[config.mk]
export PLATFORM = sky130hd
export DESIGN_NAME = csa_sum_accum
export DESIGN_NICKNAME = d
export VERILOG_FILES = /design/src/rtl/csa_sum_accum.sv
export SDC_FILE = /design/constraint.sdc
export NUM_CORES = 1
export LEC_CHECK = 0
export ABC_CLOCK_PERIOD_IN_PS = 1800
export CORE_MARGIN = 3
export CORE_UTILIZATION = 30
export DETAILED_ROUTE_END_ITERATION = 12
export GPL_ROUTABILITY_DRIVEN = 0
export PLACE_DENSITY_LB_ADDON = 0.2
export SLEW_MARGIN = 15
export SYNTH_ARGS = -nofsm -noshare
export SYNTH_HDL_FRONTEND = slang
export SYNTH_SLANG_ARGS = --single-unit
[constraint.sdc]
create_clock -name clk -period 1.8 [get_ports clk]
set_input_delay 0.54 -clock clk [delete_from_list [all_inputs] [get_ports clk]]
set_output_delay 0.54 -clock clk [all_outputs]
set_load 0.1 [all_outputs]
[src/rtl/csa_sum_accum.sv]
// csa_sum_accum: accumulates NUM_TERMS carry-save results ({in_cout,in_sum})
// into one ACC_W-bit total per group, with a sticky carry-out flag. The
// finished group is held on the outputs until downstream accepts it.
module csa_sum_accum #(
  parameter int NUM_TERMS = 4,
  parameter int ACC_W     = 13
) (
  input  logic             clk,
  input  logic             rst,
  input  logic             in_valid,
  input  logic [7:0]       in_sum,
  input  logic             in_cout,
  output logic             in_ready,
  output logic             out_valid,
  output logic [ACC_W-1:0] out_total,
  output logic             out_overflow,
  input  logic             out_ready,
  output logic [4:0]       term_cnt
);

  typedef enum logic [1:0] {
    IDLE  = 2'b00,
    ACCUM = 2'b01,
    HOLD  = 2'b10
  } state_t;

  localparam logic [4:0] LAST_CNT = 5'(NUM_TERMS);

  state_t           state_q, state_d;
  logic [ACC_W-1:0] acc_q, acc_d;
  logic             ovf_q, ovf_d;
  logic [4:0]       cnt_q, cnt_d;
  logic             out_valid_q, out_valid_d;
  logic             in_ready_q, in_ready_d;

  // Incoming term zero-extended, and the running sum with one carry bit.
  logic [ACC_W-1:0] value_s;
  logic [ACC_W:0]   sum_s;
  logic [4:0]       cnt_inc_s;

  // Zero-extend the 9-bit term and form the widened running sum.
  always_comb begin
    value_s   = ACC_W'({in_cout, in_sum});
    sum_s     = {1'b0, acc_q} + {1'b0, value_s};
    cnt_inc_s = cnt_q + 5'd1;
  end

  // Next-state logic: accept terms in IDLE/ACCUM, park the result in HOLD.
  always_comb begin
    state_d = state_q;
    acc_d   = acc_q;
    ovf_d   = ovf_q;
    cnt_d   = cnt_q;
    case (state_q)
      IDLE: begin
        if (in_valid) begin
          acc_d   = value_s;
          ovf_d   = 1'b0;
          cnt_d   = 5'd1;
          state_d = ACCUM;
        end else begin
          state_d = IDLE;
        end
      end
      ACCUM: begin
        if (in_valid) begin
          acc_d = sum_s[ACC_W-1:0];
          ovf_d = ovf_q | sum_s[ACC_W];
          cnt_d = cnt_inc_s;
          if (cnt_inc_s == LAST_CNT) begin
            state_d = HOLD;
          end else begin
            state_d = ACCUM;
          end
        end else begin
          state_d = ACCUM;
        end
      end
      HOLD: begin
        // Total and flag are left in place; only the term count restarts.
        if (out_ready) begin
          cnt_d   = 5'd0;
          state_d = IDLE;
        end else begin
          state_d = HOLD;
        end
      end
      default: begin
        // Unused encoding: fall back to a clean idle state.
        state_d = IDLE;
        acc_d   = {ACC_W{1'b0}};
        ovf_d   = 1'b0;
        cnt_d   = 5'd0;
      end
    endcase
  end

  // Handshake flags are precomputed from the next state so they come from flops.
  always_comb begin
    out_valid_d = (state_d == HOLD);
    in_ready_d  = (state_d != HOLD);
  end

  // State and datapath registers with asynchronous reset.
  always_ff @(posedge clk or posedge rst) begin
    if (rst) begin
      state_q     <= IDLE;
      acc_q       <= {ACC_W{1'b0}};
      ovf_q       <= 1'b0;
      cnt_q       <= 5'd0;
      out_valid_q <= 1'b0;
      in_ready_q  <= 1'b1;
    end else begin
      state_q     <= state_d;
      acc_q       <= acc_d;
      ovf_q       <= ovf_d;
      cnt_q       <= cnt_d;
      out_valid_q <= out_valid_d;
      in_ready_q  <= in_ready_d;
    end
  end

  assign in_ready     = in_ready_q;
  assign out_valid    = out_valid_q;
  assign out_total    = acc_q;
  assign out_overflow = ovf_q;
  assign term_cnt     = cnt_q;

endmodule
==> flow_summary_export.csv, run 1 <==
group,metric,value,unit
place,hpwlAfterDp,3310,um
place,place_inst,302,
worst_setup_path,r2r_setup_slack,-0.21,ns
worst_hold_path,min-delay-path-class,"reg -> reg",
sta,hold_viol,0,
floorplan,core,4940,um^2
worst_setup_path,critPathMaxStageDelay,0.50,ns
grt,grt_pass1_vias,1550,
synth,synth_cells,173,
synth,yosysMostFrequentCell,"dfrtp_1",
worst_setup_path,start_kind,"flip-flop",
sta,tightestPinTransition,0.335,ns
final_layout,seq_area,612,um^2
detailed_routing,drtIter0Drc,44,
clocking,cts-root-buf,"clkbuf_8",
pwr,vdd_drop_max,1270,uV
detailed_routing,vias,1555,
worst_setup_path,critPathSlowestCell,"dfrtp_4",
sta,fmax,498,MHz
synth,avgSynthCellArea,9.24,um^2
sta,setup_viol,8,
floorplan,die_h,79.0,um
place,pre_cts_slack,-0.761,ns
sta,drv_slew,0,
clocking,h-tree-depth,1,
detailed_routing,drtPass1Iterations,4,
worst_hold_path,holdPathStages,2,
final_layout,design_area,2760,um^2
synth,yosys-top-cells-count,"dfrtp_1, o21ai_0, nand2_1",
worst_setup_path,end_kind,"flip-flop",
synth,synth_cell_types,46,
floorplan,dieWidth,79.0,um
final_layout,fin_cells,311,
run_status,status,"finished with violations",
clocking,clk_latency,0.27,ns
worst_setup_path,ff2ff_path_depth,9,
pwr,leakagePower,1.19,nW
sta,timing.final.crit_period,2.01,ns
sta,fin_ws,-0.209,ns
worst_setup_path,critical_path.cell_chain,"ha_4 > inv_2 > fa_2 > nor2b_4 > o31a_4 > buf_6 > a211oi_4 > xnor2_1 > o221ai_1",
synth,synth-main-ff-cell,"dfrtp_1",
clocking,clock-sinks,23,
sta,worst_slew_margin_rel,77.4,%
place,io_buffers,33,
clocking,cts.clk_slew.worst_paths,0.09,ns
worst_hold_path,hp-start,"out_overflow$_DFFE_PP0P_",
sta,fin_tns_setup,-1.05,ns
floorplan,start_util,32.4,%
worst_setup_path,crit_path_max_fanout,3,
detailed_routing,drt-total-wl,4410,um
grt,grt_remaining_overflow,0,
worst_setup_path,path_class,"reg -> reg",
grt,grt_usage,14.4,%
sta,rsz0062_at_grt,"true",
pwr,fin_total_pwr,5.66,mW
place,placed_cell_area,2580,um^2
run_status,violations,"setup timing",
detailed_routing,route.detailed.drc,0,
floorplan,fp-row-count,25,
final_layout,fillers,465,
run,cap_violations,0,
clocking,numCtsBuffers,3,
clocking,cts_max_path_buffers,2,
worst_setup_path,regToRegEndpoint,"out_total[8]$_DFFE_PP0P_",
detailed_routing,routed_via_density,5.00,
grt,grt_start_max_net_pins,24,
synth,postSynthNetCount,198,
synth,yosysSeqAreaShare,36.1,%
grt,grt_pass1_wl,7290,um
detailed_routing,ant_nets,0,
synth,synth_area,1600,um^2
floorplan,fp.dieArea,6240,um^2
pwr,power_density,2050,nW/um^2
synth,synth_edf_count,0,
worst_hold_path,whs_endpoint,"out_overflow$_DFFE_PP0P_",
synth,ys_warn_count,0,
synth,synthArstFlopShare,100,%
synth,netlist.area_leader.share,34.4,%
final_layout,multi_input_area,1150,um^2
final_layout,final_nets,270,
detailed_routing,wl_per_cell,14.2,um
final_layout,syn_to_final_growth,72.5,%
synth,synthTopCellsByArea,"dfrtp_1, ha_1, o21ai_0",
floorplan,pin_count,34,
final_layout,diodes,0,
worst_setup_path,critPathArrivalTime,2.15,ns
clocking,cts_tree,"done",
worst_setup_path,crit_required,1.94,ns
grt,antenna_found_initial,0,
synth,ys_ff_latch,23,
synth,synth_top_area_cell,"dfrtp_1",
final_layout,layout-drive-gt1-share,45.9,%
sta,timing.final.crit_share,112,%
sta,fin_skew,0.00632,ns
worst_setup_path,reg2reg_from,"out_total[0]$_DFFE_PP0P_",
## metal layers
metal / wire (um) / vias to the layer above / track usage, % / share of wire [%]
met3: 151 / 5 / 1.93 / 3.4
met1: 2100 / 748 / 20.4 / 48
met5: 0 / - / 0 / 0
met4: 40 / 0 / 3.61 / 0.91
met2: 2120 / 33 / 23.3 / 48
li1: - / 769 / - / -
## where the power goes
| part | leakage, nW | total [mW] | internal, mW | switching [mW] |
|---|---|---|---|---|
| combinational | 0.908 | 4.23 | 1.84 | 2.39 |
| sequential | 0.256 | 1.09 | 0.772 | 0.315 |
| clock | 0.0255 | 0.345 | 0.155 | 0.190 |
| total | 1.19 | 5.66 | 2.77 | 2.89 |
## cell usage in the layout, fill, tap and decap left out, types with 3 or more instances in the layout
cell type         n
dlygate4sd2_1     5
clkdlybuf4s50_1   4
buf_12           21
dfrtp_2           4
dfrtp_1          10
nor2_1            9
a22oi_1           3
xor2_1            4
buf_4            36
o21ai_0          18
nand2_1          20
dfrtp_4           8
buf_6             3
nor2b_1           6
xnor2_1           4
a21o_1            5
a21oi_1           9
ha_1              3
ha_4              8
inv_1             7
o221ai_1          3
clkbuf_8          3
## how the worst max path moves through the flow
stage,startpoint,slack (ns),cells past startpoint,end
after floorplan,out_total[0]$_DFFE_PP0P_,-0.32,9,out_total[10]$_DFFE_PP0P_
after global placement,in_sum[0],-0.74,10,out_total[10]$_DFFE_PP0P_
after detailed placement,in_sum[0],-0.76,10,out_total[12]$_DFFE_PP0P_
after CTS,out_total[0]$_DFFE_PP0P_,-0.29,9,out_total[10]$_DFFE_PP0P_
after global routing,out_total[0]$_DFFE_PP0P_,-0.31,9,out_total[12]$_DFFE_PP0P_
final,out_total[0]$_DFFE_PP0P_,-0.21,9,out_total[8]$_DFFE_PP0P_
## cells by family (layout without fill, tap and decap cells)
logic type,Yosys count,after routing,synth area share [%]
mux,3,3,1.96
flops,23,23,36.1
fa+ha+maj,12,12,9.86
compound gates,61,61,27.1
simple gates,53,53,17.1
xor+xnor,8,8,4.38
buf+inv,13,84,3.60
## what timing repair did
item	4_1_cts	5_1_grt
setup buffers	3	2
setup endpoints to repair	13	9
hold buffers	0	0
resized for setup	21	13
pin swaps	16	9
## state kept, by name (all words and copies together), names as in the netlist
| signal | flops |
|---|---|
| in_ready | 1 |
| out_overflow | 1 |
| out_total | 13 |
| out_valid | 1 |
| state_q | 2 |
| term_cnt | 5 |
## worst max-delay path: cells and delay by family (launching register included)
kind | cells | cell delay, ns
AO/OA/AOI/OAI | 3 | 0.63
XOR/XNOR | 1 | 0.14
adder cells (fa/ha/maj) | 2 | 0.38
buffers and inverters | 2 | 0.19
flip-flops | 1 | 0.50
AND/OR/NAND/NOR | 1 | 0.05
## per-stage QoR
stage,util [%],hold WS (ns)
floorplan,-,0.541
global placement,52.3,0.549
detailed placement,52.3,0.553
CTS,53.8,0.574
global route,55.8,0.607
finish,55.8,0.566
## cell type report
| cell class | count | share of cell area (%) |
|---|---|---|
| well taps | 67 | 3.04 |
| repair buffers | 72 | 30.3 |
| flip-flops and latches | 23 | 22.2 |
| clock buffers | 3 | 1.50 |
| inverters | 8 | 1.09 |
| clock inverters | 1 | 0.181 |
| multi-input cells | 137 | 41.7 |
Power figures use the tool's default switching activity.
==> run 2, diff against run 1 <==
--- a/config.mk
+++ b/config.mk
@@ -6,11 +6,12 @@
 export NUM_CORES = 1
 export LEC_CHECK = 0
 export ABC_CLOCK_PERIOD_IN_PS = 1800
+export CAP_MARGIN = 15
 export CORE_MARGIN = 3
 export CORE_UTILIZATION = 30
 export DETAILED_ROUTE_END_ITERATION = 12
 export GPL_ROUTABILITY_DRIVEN = 0
-export PLACE_DENSITY_LB_ADDON = 0.2
+export PLACE_DENSITY = 0.65
 export SLEW_MARGIN = 15
 export SYNTH_ARGS = -nofsm -noshare
 export SYNTH_HDL_FRONTEND = slang
==> run 2 against run 1 <==
The flow still finishes with violations (setup timing). Sequential share of layout area up 0.80 points. Flip-flop and latch count did not move. Combinational power decreased by 4%. Core utilization down 1.9 points. First-iteration DRC count up 18%. Power shrank 3.5%. Die area did not move. Final cell count shrank 1.6%. Clock skew down 0.0031 ns. Clock power down 1%. Critical path depth did not move. Worst setup slack got worse by 0.029 ns.
==> flow_summary_export.csv, run 2 (same netlist as run 1, synthesis figures left out) <==
group,metric,value,unit
worst_setup_path,r2r_setup_slack,-0.24,ns
clocking,cts-root-buf,"clkbuf_8",
floorplan,dieWidth,79.0,um
worst_setup_path,end_kind,"flip-flop",
worst_setup_path,critPathSlowestCell,"dfrtp_4",
detailed_routing,drt-total-wl,4290,um
detailed_routing,route.detailed.drc,0,
sta,timing.final.crit_share,113,%
floorplan,die_h,79.0,um
worst_hold_path,min-delay-path-class,"reg -> reg",
final_layout,final_core_util,53.8,%
sta,timing.final.crit_period,2.04,ns
place,placed_cell_area,2560,um^2
worst_setup_path,path_class,"reg -> reg",
floorplan,core,4940,um^2
place,io_buffers,33,
worst_setup_path,ff2ff_path_depth,9,
worst_setup_path,crit_required,1.97,ns
clocking,cts.clk_slew.worst_paths,0.09,ns
grt,grt_remaining_overflow,0,
detailed_routing,drtIter0Drc,52,
pwr,power_density,2050,nW/um^2
clocking,h-tree-depth,1,
final_layout,layout-drive-gt1-share,41.8,%
floorplan,fp-row-count,25,
worst_setup_path,crit_path_max_fanout,3,
worst_hold_path,whs_endpoint,"out_overflow$_DFFE_PP0P_",
sta,rsz0062_at_grt,"true",
sta,setup_viol,8,
sta,fin_skew,0.00326,ns
worst_setup_path,reg2reg_from,"out_total[0]$_DFFE_PP0P_",
sta,drv_slew,0,
clocking,numCtsBuffers,3,
run,cap_violations,0,
clocking,holdBufCountCts,0,
run_status,status,"finished with violations",
sta,holdWs,0.583,ns
final_layout,largest_reg_flops,13,
detailed_routing,routed_via_density,5.05,
worst_hold_path,hp-start,"out_overflow$_DFFE_PP0P_",
clocking,cts_max_path_buffers,2,
worst_setup_path,cpLargestDelayFamily,"compound AO/OA/AOI/OAI gates",
detailed_routing,ant_nets,0,
grt,grt_usage,14.6,%
final_layout,multi_input_area,1090,um^2
worst_setup_path,critical_path.cell_chain,"ha_4 > inv_2 > fa_2 > nor2b_4 > o31a_4 > a2111oi_4 > nor4_2 > xnor2_1 > nor2_1",
sta,hold_viol,0,
place,hpwlAfterDp,3240,um
floorplan,start_util,32.4,%
clocking,clock-sinks,23,
clocking,clk_latency,0.27,ns
final_layout,layout_commonest_cell,"buf_4",
detailed_routing,wl_per_cell,14.0,um
pwr,fin_total_pwr,5.47,mW
grt,antenna_found_initial,0,
worst_setup_path,regToRegEndpoint,"out_total[12]$_DFFE_PP0P_",
worst_hold_path,holdPathStages,2,
final_layout,layout_common_cells,"buf_4, buf_12, nand2_1",
final_layout,fillers,477,
detailed_routing,vias,1544,
pwr,vdd_drop_max,1270,uV
final_layout,syn_to_final_growth,66.4,%
final_layout,design_area,2660,um^2
clocking,cts_tree,"done",
worst_setup_path,critPathMaxStageDelay,0.50,ns
sta,fmax,491,MHz
final_layout,final_nets,265,
floorplan,pin_count,34,
pwr,leakagePower,1.16,nW
grt,grt_pass1_vias,1536,
floorplan,fp.dieArea,6240,um^2
detailed_routing,drtPass1Iterations,4,
sta,tightestPinTransition,0.450,ns
worst_setup_path,cp_num_buf_inv,1,
sta,worst_slew_margin_rel,70.0,%
final_layout,seq_area,612,um^2
worst_setup_path,start_kind,"flip-flop",
grt,grt_start_max_net_pins,24,
worst_setup_path,critPathArrivalTime,2.21,ns
run_status,violations,"setup timing",
worst_setup_path,worstSetupPathDepth,9,
sta,fin_ws,-0.238,ns
final_layout,diodes,0,
grt,grt_pass1_wl,7370,um
-- run 2: cell types whose count changed in the layout (fill, tap and decap cells not counted), sizes merged --
cell and delta:
clkdlybuf4s15 -1, buf -6, dlygate4sd2 +2
-- run 2: how the worst max path moves through the flow --
| stage | slack (ns) | from | end |
|---|---|---|---|
| after CTS | -0.36 | out_total[0]$_DFFE_PP0P_ | out_total[10]$_DFFE_PP0P_ |
| after global routing | -0.32 | out_total[0]$_DFFE_PP0P_ | out_total[12]$_DFFE_PP0P_ |
| after floorplan | -0.32 | out_total[0]$_DFFE_PP0P_ | out_total[10]$_DFFE_PP0P_ |
| after detailed placement | -0.78 | in_sum[0] | out_total[10]$_DFFE_PP0P_ |
| final | -0.24 | out_total[0]$_DFFE_PP0P_ | out_total[12]$_DFFE_PP0P_ |
| after global placement | -0.74 | in_sum[0] | out_total[12]$_DFFE_PP0P_ |
-- run 2: area by class of cell --
class / instances / share of cell area [%]
multi-input combinational: 137 / 41.1
tap: 67 / 3.15
timing repair buffer: 67 / 29.9
inverter: 8 / 1.13
clock buffer: 3 / 1.55
sequential: 23 / 23.0
clock inverter: 1 / 0.188
-- run 2: through the flow --
| stage | TNS (ns) | cells | worst slack (ns) |
|---|---|---|---|
| after floorplan | -1.41 | 173 | -0.324 |
| after global placement | -7.56 | 299 | -0.740 |
| after detailed placement | -7.99 | 299 | -0.775 |
| after CTS | -1.68 | 305 | -0.360 |
| after global routing | -2.06 | 306 | -0.324 |
| final | -1.21 | 306 | -0.238 |
-- run 2: routing by layer --
layer | global-route usage [%] | vias up | wire length, um
li1 | - | 759 | -
met1 | 21.0 | 747 | 2130
met2 | 23.1 | 34 | 1960
met3 | 2.27 | 4 | 169
met4 | 3.09 | 0 | 28
met5 | 0 | - | 0
-- run 2: worst min-delay path, stage by stage, from the launching register on --
cell	delay, ns
dfrtp_1	0.42
a41oi_2	0.05
nor2_1	0.08
-- run 2: timing repair --
| action | CTS | global route |
|---|---|---|
| setup buffers | 2 | 1 |
| pin swaps | 12 | 9 |
| endpoints found under the setup margin | 13 | 12 |
| gates resized for setup | 13 | 5 |
-- run 2: report_power, final --
| part | internal [mW] | total, mW | switching [mW] | leakage, nW |
|---|---|---|---|---|
| Clock | 0.155 | 0.341 | 0.186 | 0.0255 |
| Sequential | 0.772 | 1.08 | 0.304 | 0.256 |
| Combinational | 1.73 | 4.05 | 2.32 | 0.877 |
